$ cat src/rtl/l1_wb_arbiter_if.sv
// ============================================================================
//  Module      : l1_wb_arbiter_if
//  Description : Bundle of the two L1 requester channels (li, ld), the
//                conflict pulse and the pipelined Wishbone B4 master port.
//                The master modport is the arbiter's view; the slave modport
//                is the view of the requesters plus the memory slave.
//  Revision    : 1.0 - initial release
// ============================================================================
`default_nettype none

`ifndef CORE_ADDR_WIDTH
`define CORE_ADDR_WIDTH 32
`endif
`ifndef CORE_DATA_WIDTH
`define CORE_DATA_WIDTH 32
`endif
`ifndef CORE_BE_WIDTH
`define CORE_BE_WIDTH 4
`endif

interface l1_wb_arbiter_if;
    // Instruction-cache requester
    logic                        li_req_val;
    logic [`CORE_ADDR_WIDTH-1:0] li_req_addr;
    logic                        li_req_we;
    logic [`CORE_DATA_WIDTH-1:0] li_req_data;
    logic [`CORE_BE_WIDTH-1:0]   li_req_be;
    logic                        li_req_ack;
    logic                        li_resp_val;
    logic [`CORE_DATA_WIDTH-1:0] li_resp_data;
    logic                        li_resp_err;

    // Data-cache requester
    logic                        ld_req_val;
    logic [`CORE_ADDR_WIDTH-1:0] ld_req_addr;
    logic                        ld_req_we;
    logic [`CORE_DATA_WIDTH-1:0] ld_req_data;
    logic [`CORE_BE_WIDTH-1:0]   ld_req_be;
    logic                        ld_req_ack;
    logic                        ld_resp_val;
    logic [`CORE_DATA_WIDTH-1:0] ld_resp_data;
    logic                        ld_resp_err;

    // Event counter feed
    logic                        arb_conflict;

    // Wishbone B4 pipelined master port
    logic [`CORE_ADDR_WIDTH-1:0] wb_adr_o;
    logic [`CORE_DATA_WIDTH-1:0] wb_dat_o;
    logic [`CORE_BE_WIDTH-1:0]   wb_sel_o;
    logic                        wb_we_o;
    logic                        wb_cyc_o;
    logic                        wb_stb_o;
    logic [`CORE_DATA_WIDTH-1:0] wb_dat_i;
    logic                        wb_ack_i;
    logic                        wb_err_i;
    logic                        wb_stall_i;

    modport master (
        input  li_req_val, li_req_addr, li_req_we, li_req_data, li_req_be,
        output li_req_ack, li_resp_val, li_resp_data, li_resp_err,
        input  ld_req_val, ld_req_addr, ld_req_we, ld_req_data, ld_req_be,
        output ld_req_ack, ld_resp_val, ld_resp_data, ld_resp_err,
        output arb_conflict,
        output wb_adr_o, wb_dat_o, wb_sel_o, wb_we_o, wb_cyc_o, wb_stb_o,
        input  wb_dat_i, wb_ack_i, wb_err_i, wb_stall_i
    );

    modport slave (
        output li_req_val, li_req_addr, li_req_we, li_req_data, li_req_be,
        input  li_req_ack, li_resp_val, li_resp_data, li_resp_err,
        output ld_req_val, ld_req_addr, ld_req_we, ld_req_data, ld_req_be,
        input  ld_req_ack, ld_resp_val, ld_resp_data, ld_resp_err,
        input  arb_conflict,
        input  wb_adr_o, wb_dat_o, wb_sel_o, wb_we_o, wb_cyc_o, wb_stb_o,
        output wb_dat_i, wb_ack_i, wb_err_i, wb_stall_i
    );
endinterface

`default_nettype wire

$ cat src/rtl/l1_wb_arbiter.sv
// ============================================================================
//  Module      : l1_wb_arbiter
//  Description : Round-robin arbiter sharing one pipelined Wishbone B4 port
//                between the L1 instruction-cache and data-cache requesters.
//                Single outstanding transaction, bus watchdog converting a
//                hung slave into an error response, conflict event pulse.
//  Revision    : 1.0 - initial release
// ============================================================================
`default_nettype none

module l1_wb_arbiter #(
    parameter int unsigned TIMEOUT_CYCLES = 255
) (
    input  logic               clk,
    input  logic               rst_n,
    l1_wb_arbiter_if.master    bus
);

    typedef enum logic [1:0] {
        S_IDLE = 2'd0,
        S_REQ  = 2'd1,
        S_WAIT = 2'd2
    } state_t;

    localparam logic        c_OWNER_LI     = 1'b0;
    localparam logic        c_OWNER_LD     = 1'b1;
    localparam logic [15:0] c_TIMER_LAST   = 16'(TIMEOUT_CYCLES - 1);

    state_t                        r_state;
    state_t                        w_state_nxt;

    logic                          r_owner;
    logic                          r_last_grant;
    logic [15:0]                   r_timer;

    logic [`CORE_ADDR_WIDTH-1:0]   r_adr;
    logic [`CORE_DATA_WIDTH-1:0]   r_dat;
    logic [`CORE_BE_WIDTH-1:0]     r_sel;
    logic                          r_we;
    logic                          r_cyc;
    logic                          r_stb;

    logic                          r_li_resp_val;
    logic                          r_ld_resp_val;
    logic                          r_li_resp_err;
    logic                          r_ld_resp_err;
    logic [`CORE_DATA_WIDTH-1:0]   r_resp_data;

    logic                          w_idle;
    logic                          w_both;
    logic                          w_grant_li;
    logic                          w_grant_ld;
    logic                          w_accept;
    logic                          w_complete;
    logic                          w_timeout;
    logic                          w_finish;

    // Round-robin grant: a lone requester wins; on a tie the one that was
    // not granted last time wins. Nothing is granted while reset is held.
    always_comb begin
        w_idle     = rst_n && (r_state == S_IDLE);
        w_both     = bus.li_req_val && bus.ld_req_val;
        w_grant_li = w_idle && bus.li_req_val &&
                     (!bus.ld_req_val || (r_last_grant == c_OWNER_LD));
        w_grant_ld = w_idle && bus.ld_req_val &&
                     (!bus.li_req_val || (r_last_grant == c_OWNER_LI));
        w_accept   = w_grant_li || w_grant_ld;
    end

    assign bus.li_req_ack   = w_grant_li;
    assign bus.ld_req_ack   = w_grant_ld;
    assign bus.arb_conflict = w_idle && w_both;

    // Next-state logic: completion on ack/err, watchdog abort when the
    // timer reaches its last allowed count without a slave response.
    always_comb begin
        w_state_nxt = r_state;
        w_complete  = 1'b0;
        w_timeout   = 1'b0;
        case (r_state)
            S_IDLE: begin
                if (w_accept) begin
                    w_state_nxt = S_REQ;
                end
            end
            S_REQ: begin
                if (!bus.wb_stall_i) begin
                    if (bus.wb_ack_i || bus.wb_err_i) begin
                        w_complete  = 1'b1;
                        w_state_nxt = S_IDLE;
                    end else begin
                        w_state_nxt = S_WAIT;
                    end
                end
                if (!w_complete && (r_timer == c_TIMER_LAST)) begin
                    w_timeout   = 1'b1;
                    w_state_nxt = S_IDLE;
                end
            end
            S_WAIT: begin
                if (bus.wb_ack_i || bus.wb_err_i) begin
                    w_complete  = 1'b1;
                    w_state_nxt = S_IDLE;
                end else if (r_timer == c_TIMER_LAST) begin
                    w_timeout   = 1'b1;
                    w_state_nxt = S_IDLE;
                end
            end
            default: begin
                w_state_nxt = S_IDLE;
            end
        endcase
        w_finish = w_complete || w_timeout;
    end

    // State register.
    always_ff @(posedge clk) begin
        if (!rst_n) begin
            r_state <= S_IDLE;
        end else begin
            r_state <= w_state_nxt;
        end
    end

    // Bus strobes follow the next state so cyc/stb are registered and drop
    // on the same edge that completes or aborts the transaction.
    always_ff @(posedge clk) begin
        if (!rst_n) begin
            r_cyc <= 1'b0;
            r_stb <= 1'b0;
        end else begin
            r_cyc <= (w_state_nxt != S_IDLE);
            r_stb <= (w_state_nxt == S_REQ);
        end
    end

    // Capture the winning request; the captured values keep driving the
    // bus address/data/sel/we lines until the next grant.
    always_ff @(posedge clk) begin
        if (!rst_n) begin
            r_adr        <= '0;
            r_dat        <= '0;
            r_sel        <= '0;
            r_we         <= 1'b0;
            r_owner      <= c_OWNER_LI;
            r_last_grant <= c_OWNER_LD;
        end else if (w_accept) begin
            r_adr        <= w_grant_li ? bus.li_req_addr : bus.ld_req_addr;
            r_dat        <= w_grant_li ? bus.li_req_data : bus.ld_req_data;
            r_sel        <= w_grant_li ? bus.li_req_be   : bus.ld_req_be;
            r_we         <= w_grant_li ? bus.li_req_we   : bus.ld_req_we;
            r_owner      <= w_grant_li ? c_OWNER_LI      : c_OWNER_LD;
            r_last_grant <= w_grant_li ? c_OWNER_LI      : c_OWNER_LD;
        end
    end

    // Watchdog timer: zero in the first REQ cycle, counts while the bus is held.
    always_ff @(posedge clk) begin
        if (!rst_n) begin
            r_timer <= '0;
        end else if (w_accept) begin
            r_timer <= '0;
        end else if (r_state != S_IDLE) begin
            r_timer <= r_timer + 16'd1;
        end
    end

    // Response pulse to the owner one cycle after completion or abort;
    // ack together with err is reported as an error.
    always_ff @(posedge clk) begin
        if (!rst_n) begin
            r_li_resp_val <= 1'b0;
            r_ld_resp_val <= 1'b0;
            r_li_resp_err <= 1'b0;
            r_ld_resp_err <= 1'b0;
            r_resp_data   <= '0;
        end else begin
            r_li_resp_val <= w_finish && (r_owner == c_OWNER_LI);
            r_ld_resp_val <= w_finish && (r_owner == c_OWNER_LD);
            r_li_resp_err <= w_finish && (r_owner == c_OWNER_LI) &&
                             (w_timeout || bus.wb_err_i);
            r_ld_resp_err <= w_finish && (r_owner == c_OWNER_LD) &&
                             (w_timeout || bus.wb_err_i);
            if (w_complete) begin
                r_resp_data <= bus.wb_dat_i;
            end else if (w_timeout) begin
                r_resp_data <= '0;
            end
        end
    end

    assign bus.wb_adr_o     = r_adr;
    assign bus.wb_dat_o     = r_dat;
    assign bus.wb_sel_o     = r_sel;
    assign bus.wb_we_o      = r_we;
    assign bus.wb_cyc_o     = r_cyc;
    assign bus.wb_stb_o     = r_stb;

    assign bus.li_resp_val  = r_li_resp_val;
    assign bus.li_resp_err  = r_li_resp_err;
    assign bus.li_resp_data = r_resp_data;
    assign bus.ld_resp_val  = r_ld_resp_val;
    assign bus.ld_resp_err  = r_ld_resp_err;
    assign bus.ld_resp_data = r_resp_data;

endmodule

`default_nettype wire
$ cat src/flat_wrapper.sv
// flat-port wrapper written by rule: the top's interface ports become plain ports
module l1_wb_arbiter_flat 
#(
    parameter int unsigned TIMEOUT_CYCLES = 255
)
  (clk, rst_n, bus_li_req_val, bus_li_req_addr, bus_li_req_we, bus_li_req_data, bus_li_req_be, bus_li_req_ack, bus_li_resp_val, bus_li_resp_data, bus_li_resp_err, bus_ld_req_val, bus_ld_req_addr, bus_ld_req_we, bus_ld_req_data, bus_ld_req_be, bus_ld_req_ack, bus_ld_resp_val, bus_ld_resp_data, bus_ld_resp_err, bus_arb_conflict, bus_wb_adr_o, bus_wb_dat_o, bus_wb_sel_o, bus_wb_we_o, bus_wb_cyc_o, bus_wb_stb_o, bus_wb_dat_i, bus_wb_ack_i, bus_wb_err_i, bus_wb_stall_i);
  l1_wb_arbiter_if bus_i ();
  input  logic clk;
  input  logic rst_n;
  input wire logic [$bits(bus_i.li_req_val)-1:0] bus_li_req_val;
  input wire logic [$bits(bus_i.li_req_addr)-1:0] bus_li_req_addr;
  input wire logic [$bits(bus_i.li_req_we)-1:0] bus_li_req_we;
  input wire logic [$bits(bus_i.li_req_data)-1:0] bus_li_req_data;
  input wire logic [$bits(bus_i.li_req_be)-1:0] bus_li_req_be;
  output wire logic [$bits(bus_i.li_req_ack)-1:0] bus_li_req_ack;
  output wire logic [$bits(bus_i.li_resp_val)-1:0] bus_li_resp_val;
  output wire logic [$bits(bus_i.li_resp_data)-1:0] bus_li_resp_data;
  output wire logic [$bits(bus_i.li_resp_err)-1:0] bus_li_resp_err;
  input wire logic [$bits(bus_i.ld_req_val)-1:0] bus_ld_req_val;
  input wire logic [$bits(bus_i.ld_req_addr)-1:0] bus_ld_req_addr;
  input wire logic [$bits(bus_i.ld_req_we)-1:0] bus_ld_req_we;
  input wire logic [$bits(bus_i.ld_req_data)-1:0] bus_ld_req_data;
  input wire logic [$bits(bus_i.ld_req_be)-1:0] bus_ld_req_be;
  output wire logic [$bits(bus_i.ld_req_ack)-1:0] bus_ld_req_ack;
  output wire logic [$bits(bus_i.ld_resp_val)-1:0] bus_ld_resp_val;
  output wire logic [$bits(bus_i.ld_resp_data)-1:0] bus_ld_resp_data;
  output wire logic [$bits(bus_i.ld_resp_err)-1:0] bus_ld_resp_err;
  output wire logic [$bits(bus_i.arb_conflict)-1:0] bus_arb_conflict;
  output wire logic [$bits(bus_i.wb_adr_o)-1:0] bus_wb_adr_o;
  output wire logic [$bits(bus_i.wb_dat_o)-1:0] bus_wb_dat_o;
  output wire logic [$bits(bus_i.wb_sel_o)-1:0] bus_wb_sel_o;
  output wire logic [$bits(bus_i.wb_we_o)-1:0] bus_wb_we_o;
  output wire logic [$bits(bus_i.wb_cyc_o)-1:0] bus_wb_cyc_o;
  output wire logic [$bits(bus_i.wb_stb_o)-1:0] bus_wb_stb_o;
  input wire logic [$bits(bus_i.wb_dat_i)-1:0] bus_wb_dat_i;
  input wire logic [$bits(bus_i.wb_ack_i)-1:0] bus_wb_ack_i;
  input wire logic [$bits(bus_i.wb_err_i)-1:0] bus_wb_err_i;
  input wire logic [$bits(bus_i.wb_stall_i)-1:0] bus_wb_stall_i;
  assign bus_i.li_req_val = bus_li_req_val;
  assign bus_i.li_req_addr = bus_li_req_addr;
  assign bus_i.li_req_we = bus_li_req_we;
  assign bus_i.li_req_data = bus_li_req_data;
  assign bus_i.li_req_be = bus_li_req_be;
  assign bus_li_req_ack = bus_i.li_req_ack;
  assign bus_li_resp_val = bus_i.li_resp_val;
  assign bus_li_resp_data = bus_i.li_resp_data;
  assign bus_li_resp_err = bus_i.li_resp_err;
  assign bus_i.ld_req_val = bus_ld_req_val;
  assign bus_i.ld_req_addr = bus_ld_req_addr;
  assign bus_i.ld_req_we = bus_ld_req_we;
  assign bus_i.ld_req_data = bus_ld_req_data;
  assign bus_i.ld_req_be = bus_ld_req_be;
  assign bus_ld_req_ack = bus_i.ld_req_ack;
  assign bus_ld_resp_val = bus_i.ld_resp_val;
  assign bus_ld_resp_data = bus_i.ld_resp_data;
  assign bus_ld_resp_err = bus_i.ld_resp_err;
  assign bus_arb_conflict = bus_i.arb_conflict;
  assign bus_wb_adr_o = bus_i.wb_adr_o;
  assign bus_wb_dat_o = bus_i.wb_dat_o;
  assign bus_wb_sel_o = bus_i.wb_sel_o;
  assign bus_wb_we_o = bus_i.wb_we_o;
  assign bus_wb_cyc_o = bus_i.wb_cyc_o;
  assign bus_wb_stb_o = bus_i.wb_stb_o;
  assign bus_i.wb_dat_i = bus_wb_dat_i;
  assign bus_i.wb_ack_i = bus_wb_ack_i;
  assign bus_i.wb_err_i = bus_wb_err_i;
  assign bus_i.wb_stall_i = bus_wb_stall_i;
  l1_wb_arbiter #(.TIMEOUT_CYCLES(TIMEOUT_CYCLES)) u_core (.clk(clk), .rst_n(rst_n), .bus(bus_i));
endmodule
$ cat config.mk
export PLATFORM = sky130hd
export DESIGN_NAME = l1_wb_arbiter_flat
export DESIGN_NICKNAME = d
export VERILOG_FILES = /design/src/rtl/l1_wb_arbiter_if.sv /design/src/rtl/l1_wb_arbiter.sv /design/src/flat_wrapper.sv
export SDC_FILE = /design/constraint.sdc
export NUM_CORES = 1
export LEC_CHECK = 0
export ABC_AREA = 1
export BUFFER_PORTS_ARGS = -buffer_cell sky130_fd_sc_hd__buf_2
export CAP_MARGIN = 20
export CORE_AREA = 2 2 123 125
export DETAILED_ROUTE_END_ITERATION = 8
export DIE_AREA = 0 0 125 127
export HOLD_SLACK_MARGIN = 0.02
export PLACE_DENSITY_LB_ADDON = 0.12
export SETUP_SLACK_MARGIN = 0.05
export SYNTH_ARGS = -nofsm -noshare
export SYNTH_HDL_FRONTEND = slang
export SYNTH_SLANG_ARGS = --single-unit
$ cat constraint.sdc
create_clock -name clk -period 1.6 [get_ports clk]
set_input_delay 0.08 -clock clk [delete_from_list [all_inputs] [get_ports clk]]
set_output_delay 0.08 -clock clk [all_outputs]
set_load 0.005 [all_outputs]
* Word-level counts from Yosys, hierarchy flattened
Cells that the tools add are included.
** Operators by class
- Multiplexer cells :: 22
- Equality and inequality tests :: 4
- Add/sub/neg operators :: 1
- Reductions and logical operators :: 26
- Bitwise gates (word level) :: 3
** Operator list (count)
- $mux 32 :: 4
- $add 16x1->16 const B :: 1
- $eq 16x8->1 const B :: 1
- $logic_and 1x1->1 :: 12
- $mux 2 :: 6
- $mux 1 :: 8
- $logic_or 1x1->1 :: 6
- $pmux 2 s3 :: 1
- $reduce_bool 2->1 :: 3
- $eq 2x1->1 const B :: 2
- $mux 4 :: 1
- $pmux 1 s2 :: 2
- $logic_not 1->1 :: 3
- $not 1->1 :: 3
- $eq 2x2->1 const B :: 1
- $logic_not 2->1 :: 1
- $reduce_or 2->1 :: 1
** Word-level totals
- Input port bits :: 177
- Register bits after elaboration :: 127
- Logic and storage cells :: 71
- Output and inout port bits :: 142

* Longest topological paths before layout
Gate-level depths: netlist (run 1).
- Word-level depth :: 11
- Mapped depth :: 12
- Mapped depth without buffers :: 10

* Least setup slack after synthesis (run 1)
OpenSTA, ideal clock, no wires.
- Path kind :: register to register
- Start point :: register u_core.r_state[0]
- End point :: register u_core.r_adr[28] (netlist: u_core.bus.wb_adr_o[28])
- Data arrival time :: 1509 ps
- Library setup time :: 116 ps
- Setup slack :: -25 ps
- Buffers on the path :: 3
- Cell stages (with the launch flop) :: 12
- Path through :: dfxtp_1 > inv_1 > ha_1 > buf_4 > nand2_4 > inv_2 > nand2_4 > nand2_8 > buf_6 > buf_2 > o211ai_1 > inv_1
** On the way
- Cells in the longest elaborated chain, start to end :: 5
- Elaborated cells on any way between the ends :: 8
- Classes of those cells :: 1 x mux; 7 x reduce/logical
** RTL lines
- start: declaration :: RTL line l1_wb_arbiter.sv:29 : state_t r_state;
- start signal: assignment :: RTL line l1_wb_arbiter.sv:121 : r_state <= w_state_nxt;
- $logic_not 2->1 (*) :: RTL line l1_wb_arbiter.sv:61 : w_idle = rst_n && (r_state == S_IDLE);
- $logic_and 1x1->1 (*) :: RTL line l1_wb_arbiter.sv:61
- $logic_and 1x1->1 (on tied branches) (2 in a row) :: RTL line l1_wb_arbiter.sv:63, l1_wb_arbiter.sv:65
- $mux 32 or $logic_or 1x1->1 (tied branches) :: RTL line l1_wb_arbiter.sv:148, l1_wb_arbiter.sv:67
- end signal: assignment :: RTL line l1_wb_arbiter.sv:148 : r_adr <= w_grant_li ? bus.li_req_addr : bus.ld_req_addr;
- end: declaration :: RTL line l1_wb_arbiter.sv:36 : logic [`CORE_ADDR_WIDTH-1:0] r_adr;
Mark *: on every way between the ends. The rest lies on a longest branch, timed or not.
A chain may end at the register's enable or synchronous reset.

* Worst setup path after layout (run 1)
- Start point :: register u_core.r_state[0]
- End point :: register u_core.r_dat[23] (netlist: u_core.bus.wb_dat_o[23])
** On the way
- Cells in the longest elaborated chain, start to end :: 5
- Elaborated cells on any way between the ends :: 8
- Classes of those cells :: 1 x mux; 7 x reduce/logical
** RTL lines
- $logic_not 2->1 (*) :: RTL line l1_wb_arbiter.sv:61
- $logic_and 1x1->1 (*) :: RTL line l1_wb_arbiter.sv:61
- $logic_and 1x1->1 (on tied branches) (2 in a row) :: RTL line l1_wb_arbiter.sv:63, l1_wb_arbiter.sv:65
- $mux 32 or $logic_or 1x1->1 (tied branches) :: RTL line l1_wb_arbiter.sv:149, l1_wb_arbiter.sv:67
- end signal: assignment :: RTL line l1_wb_arbiter.sv:149 : r_dat <= w_grant_li ? bus.li_req_data : bus.ld_req_data;
- end: declaration :: RTL line l1_wb_arbiter.sv:37 : logic [`CORE_DATA_WIDTH-1:0] r_dat;
Marks and branches as above.

==> impl_metrics.ini, run 1 <==
[place]
io_buffer_count = 318
routabilityCongestion = 0.808
post-dp-hpwl_mm = 12.9

[floorplanning]
fp-row-count = 44
dieArea_sq_um = 15900
die_y_um = 127
ios = 319
initial_utilization_pct = 40.8
coreArea_sq_um = 14400
die_w_um = 125

[sta]
fin_worst_skew_ps = 14.3
timing.slew.headroom_pct = 61.3
slew_violations = 0
max_freq_ghz = 0.593
setup_ws_ps = -85.1
period_share_pct = 105
rsz0062_at_grt = true
min_period_ps = 1690
setup_viol = 63
hold_viol = 0
worst_pin_slew_ps = 580
whs_ps = 26.1

[clocking]
cts_inserted_buffers = 17
clockRootBuffer = clkbuf_16
clock_sinks = 127
clk_latency_ps = 420
cts_tree = yes
htreeDepth = 4
clock_path_buffers = 2
clk_pin_slew_ps = 50

[logic_synthesis]
yosys.area_share.simple_pct = 26.5
synthAdderAreaFrac_pct = 1.28
synth_compound_area_share_pct = 14.8
synth_seq_cells = 127
ys_warn_count = 0
syn_avg_cell_area_sq_um = 7.37
netlist_area_sq_um = 5880
ys_seq_area_share_pct = 43.2
synth.distinct_cells = 35
synth_mux_area_share_pct = 0
synth_xor_area_share_pct = 0.298
syn-instance-count = 798
synthesis.nets = 981
synth_top_family_by_area = simple AND/OR/NAND/NOR gates

[cells_and_area]
filler_cell_count = 814
multi_input_area_sq_um = 3220
nNetsFinal = 1494
drive_above_1_share_pct = 45.4
area_growth_pct = 95.9
layout.area.seq_sq_um = 2550

[grt]
grt_pass1_wl_mm = 35.1
grt_overflow = 0
grt_max_degree = 51
grt_pass1_vias = 7271
track_usage_pct = 27.2
antenna_found_initial = 0

[worst_hold_path]
min_path_cells = 5
hold_start = bus_ld_req_be[3]
hold_path_end = u_core.bus.wb_sel_o[3]
min_path_type = primary input to register

[critical_path]
end_kind = register
r2r_end = u_core.bus.wb_dat_o[23]
crit_required_ps = 1900
r2r_setup_slack_ps = -90
r2r_cells = 11
critPathKind = register to register
worstSetupStartpointType = register
crit_fanout = 8
r2r-start = u_core.r_state[0]
cp.arrival_ps = 1980

[routing]
drc_errors = 0
dr_total_vias = 7867
wl_per_cell_um = 18.0
wl_mm = 27.1
drt-initial-drc-count = 486
dr.pass1.iters = 5
vias_per_cell = 5.21
final_antenna_net_count = 0

[outcome]
violations = setup timing
status = finished with violations

[pwr]
power_density_nw_per_um2 = 907
leakagePower_uw = 0.00560
p_total_uw = 10400
ir_drop_mv = 0.927

[run]
cap_violations = 0
==> worst max-delay path: stages, from the launching register on <==
cell	delay (ps)
dfxtp_2	330
inv_2	50
ha_4	160
nand2_4	70
nor2_4	40
buf_6	120
inv_8	60
nand2_8	70
buf_8	140
clkbuf_16	160
o211ai_1	250
inv_1	100
==> cells by family after synthesis <==
family                     Yosys count
buffers and inverters              161
AOI/OAI and AO/OA                  149
and+or+nand+nor                    353
xor gates and xnor gates             2
adders and majority gates            6
DFF                                127
==> layout by cell type, fill, tap and decap left out, types with 3 or more instances in the layout <==
master,Yosys,routed
buf_2,22,317
dlygate4sd3_1,0,171
nand2_1,191,152
dfxtp_1,127,120
inv_1,75,68
nand3_2,1,46
o211ai_1,45,45
nor2_1,45,44
a21oi_1,61,38
nand3_1,89,36
buf_4,41,34
clkbuf_16,0,32
nand2_2,2,31
a21oi_2,0,23
o21ai_1,23,19
buf_12,0,19
nand2_4,3,12
buf_6,4,12
o21ai_2,1,10
o21ai_0,16,10
inv_2,5,8
nand3_4,0,8
dfxtp_2,0,7
nor2_4,4,6
nor3_1,6,4
nand4_1,4,4
bufinv_16,0,4
clkinvlp_4,0,4
buf_8,0,4
ha_4,0,3
clkbuf_1,12,3
==> through the flow <==
stage                     TNS (ps)  setup slack (ps)  std cells  util [%]  cell area [sq um]
after floorplan                  0              41.2        798         -               5900
after global placement       -9.32             -6.05       1258      52.8               7610
after detailed placement     -74.0             -55.3       1258      52.8               7610
after CTS                    -25.1             -13.1       1475      71.2              10300
after global routing         -7230              -149       1508      79.8              11500
final                        -1980             -85.1       1509      79.9              11500
==> area by class of cell <==
type / instances / area share [%]
well taps: 184 / 2.00
diodes: 1 / 0.0217
clock inverters: 10 / 1.39
multi-input cells: 510 / 28.0
inverters: 81 / 2.84
repair buffers: 574 / 39.6
flip-flops and latches: 127 / 22.1
clock buffers: 22 / 4.03
==> synth_stat cells, drive strengths merged <==
cell type | instances | share of area [%]
o21a | 1 | 0.13
nor3 | 7 | 0.68
clkbuf | 12 | 0.77
and2 | 1 | 0.11
nor3b | 1 | 0.13
nand3 | 90 | 7.7
o21bai | 2 | 0.26
a21oi | 61 | 5.2
nand4 | 4 | 0.43
buf | 68 | 7.9
o211ai | 45 | 5.7
nor2 | 51 | 3.9
nand3b | 1 | 0.13
o21ai | 40 | 3.5
nor4 | 1 | 0.11
nand2 | 197 | 13
xnor2 | 1 | 0.15
xor2 | 1 | 0.15
dfxtp | 127 | 43
inv | 81 | 5.2
ha | 6 | 1.3
==> report_power, final <==
| group | switching (uW) | internal, uW | total (uW) |
|---|---|---|---|
| Clock | 1470 | 2680 | 4150 |
| Sequential | 198 | 3460 | 3660 |
| Combinational | 1270 | 1370 | 2640 |
==> metal layers <==
layer / vias up / routed length [um] / GRT usage [%]
li1: 3622 / - / -
met1: 3627 / 9600 / 29.9
met2: 475 / 13900 / 48.0
met3: 143 / 2010 / 7.37
met4: 0 / 1670 / 14.6
met5: - / 0 / 0
==> timing repair <==
action                     in CTS  in global routing
gates resized for setup        42                174
hold endpoints to repair      105                  0
gates cloned                    3                 18
pin swaps                      23                 53
buffers inserted               12                 17
hold buffers                  171                  0
setup endpoints to repair     106                121
==> state kept, by name, indices dropped and copies added (netlist names) <==
signal	count
u_core.bus.wb_dat_o	32
u_core.r_state	2
u_core.bus.li_resp_val	1
u_core.bus.li_resp_err	1
u_core.bus.wb_cyc_o	1
u_core.bus.wb_sel_o	4
u_core.r_timer	16
u_core.bus.ld_resp_err	1
u_core.bus.ld_resp_val	1
u_core.bus.ld_resp_data	32
u_core.bus.wb_we_o	1
u_core.r_owner	1
u_core.bus.wb_stb_o	1
u_core.bus.wb_adr_o	32
u_core.r_last_grant	1
==> worst max path at each step <==
stage | startpoint | endpoint
global placement | u_core.r_state[0] | u_core.r_timer[14]
detailed placement | u_core.r_state[0] | u_core.r_timer[14]
global route | u_core.r_state[1] | u_core.bus.wb_dat_o[23]
finish | u_core.r_state[0] | u_core.bus.wb_dat_o[23]
floorplan | u_core.r_state[0] | u_core.bus.wb_adr_o[24]
CTS | u_core.r_state[1] | bus_li_req_ack
Note: power is estimated with default switching activity, not from simulation.
==> inputs of run 2 (changes only) <==
--- a/config.mk
+++ b/config.mk
@@ -14,6 +14,7 @@
 export HOLD_SLACK_MARGIN = 0.02
 export PLACE_DENSITY_LB_ADDON = 0.12
 export SETUP_SLACK_MARGIN = 0.05
+export SKIP_LAST_GASP = 1
 export SYNTH_ARGS = -nofsm -noshare
 export SYNTH_HDL_FRONTEND = slang
 export SYNTH_SLANG_ARGS = --single-unit
==> run 2 against run 1 <==
  * The run still ends with setup timing left
  * Clock skew down 5.6 ps
  * Via count down 1.9%
  * Clock power about the same
  * Global-route usage down 0.15 points
==> impl_metrics.ini, run 2 (synthesis gave the netlist of run 1 again) <==
[critical_path]
end_kind = register
crit_required_ps = 1950
cp.arrival_ps = 2020
crit_fanout = 7
worstSetupStartpointType = register
critPathKind = register to register

[routing]
final_antenna_net_count = 0
dr.pass1.iters = 6
dr_total_vias = 7718
drt-initial-drc-count = 438
drc_errors = 0
wl_per_cell_um = 17.4
wl_mm = 26.2
vias_per_cell = 5.11

[cells_and_area]
area_growth_pct = 94.2
fin_area_sq_um = 11400
fin_cells = 1509
nNetsFinal = 1494
final_common_cell = buf_2
mostFrequentLayoutCells = buf_2 (317), dlygate4sd3_1 (171), nand2_1 (156)
drive_above_1_share_pct = 43.5
final_util_pct = 79.2

[sta]
slew_violations = 0
worst_pin_slew_ps = 573
setup_ws_ps = -68.6
min_period_ps = 1670
rsz0062_at_grt = true
timing.slew.headroom_pct = 61.8
setup_tns_ps = -1640
hold_viol = 0
period_share_pct = 104
setup_viol = 58
max_freq_ghz = 0.599
fin_worst_skew_ps = 8.69

[clocking]
clk_latency_ps = 420
htreeDepth = 4
clk_pin_slew_ps = 60
clock_sinks = 127
clock_path_buffers = 2
cts_inserted_buffers = 17
clockRootBuffer = clkbuf_16
cts_tree = yes

[grt]
grt_pass1_vias = 7287
track_usage_pct = 27.1
grt_max_degree = 51
grt_pass1_wl_mm = 34.9
antenna_found_initial = 0
grt_overflow = 0

[pwr]
ir_drop_mv = 0.924
power_density_nw_per_um2 = 909
p_seq_share_pct = 35.2
switching_share_pct = 27.7
power.switching_uw = 2880
leakagePower_uw = 0.00557
p_int_uw = 7500
pwr-share-clk_pct = 39.9
combPwrFrac_pct = 24.9

[floorplanning]
initial_utilization_pct = 40.8
fp-row-count = 44
die_y_um = 127
coreArea_sq_um = 14400
ios = 319
dieArea_sq_um = 15900
die_w_um = 125

[worst_hold_path]
min_path_type = primary input to register

[outcome]
status = finished with violations
violations = setup timing

[place]
io_buffer_count = 318
post_dp_cell_area_sq_um = 7610
placedCellCount = 1258
routabilityCongestion = 0.808
post-dp-hpwl_mm = 12.9

[run]
cap_violations = 0
[run 2: cell counts in the layout (fill, tap and decap cells not counted)]
Identical to the previous run, type by type.
[run 2: path summary, 6_finish.rpt]
check,startpoint,end,slack [ps],cells after the start
setup / recovery,u_core.r_state[1],u_core.r_timer[13],-70,13
hold / removal,bus_ld_req_be[3],u_core.bus.wb_sel_o[3],30,5
setup reg to reg,u_core.r_state[1],u_core.r_timer[13],-70,13
hold reg to reg,u_core.bus.wb_adr_o[20],u_core.bus.wb_adr_o[20],460,2
[run 2: repair_timing]
item,in CTS,in global routing
endpoints found under the setup margin,106,121
hold endpoints to repair,105,0
pin swaps,12,49
gates cloned,3,18
buffers inserted,12,17
resized for setup,33,157
hold buffers,171,0
[run 2: cell type report]
type	instances	area [sq um]
fill	844	3000
timing repair buffer	574	4560
sequential	127	2550
multi-input combinational	510	3130
clock inverter	10	160
antenna	1	2.50
clock buffer	22	464
tap	184	230
inverter	81	327
[run 2: power by group through the flow]
| stage | logic [uW] | clock network (uW) | registers [uW] |
|---|---|---|---|
| floorplan | 784 | 0 | 3690 |
| global placement | 1550 | 0 | 3670 |
| detailed placement | 1570 | 0 | 3660 |
| CTS | 1970 | 4170 | 3610 |
| global route | 2740 | 4330 | 3680 |
| finish | 2580 | 4150 | 3660 |
[run 2: critical path: stages, from the launching register on]
cell and delay, ps:
dfxtp_2 330, inv_2 50, ha_4 160, nand2_4 70, nor2_4 40, buf_6 120, inv_8 60, nand2_8 70
buf_12 130, nor2_4 110, buf_12 140, buf_12 140, o21ai_2 50, a21oi_1 100
[run 2: metal layers]
| layer | vias to the layer above | GRT usage, % | wire length (um) |
|---|---|---|---|
| met5 | - | 0 | 0 |
| met4 | 0 | 15.0 | 1370 |
| met3 | 120 | 7.45 | 1920 |
| met2 | 439 | 47.5 | 13500 |
| met1 | 3543 | 29.7 | 9420 |
| li1 | 3616 | - | - |
[run 2: metrics by stage]
stage                     worst slack, ps  power, uW  hold slack (ps)
after global routing                 -151      10800             50.3
after floorplan                      41.2       4480              223
final                               -68.6      10400             29.2
after CTS                           -13.1       9760             20.7
after detailed placement            -55.3       5230              335
after global placement              -6.05       5220              329
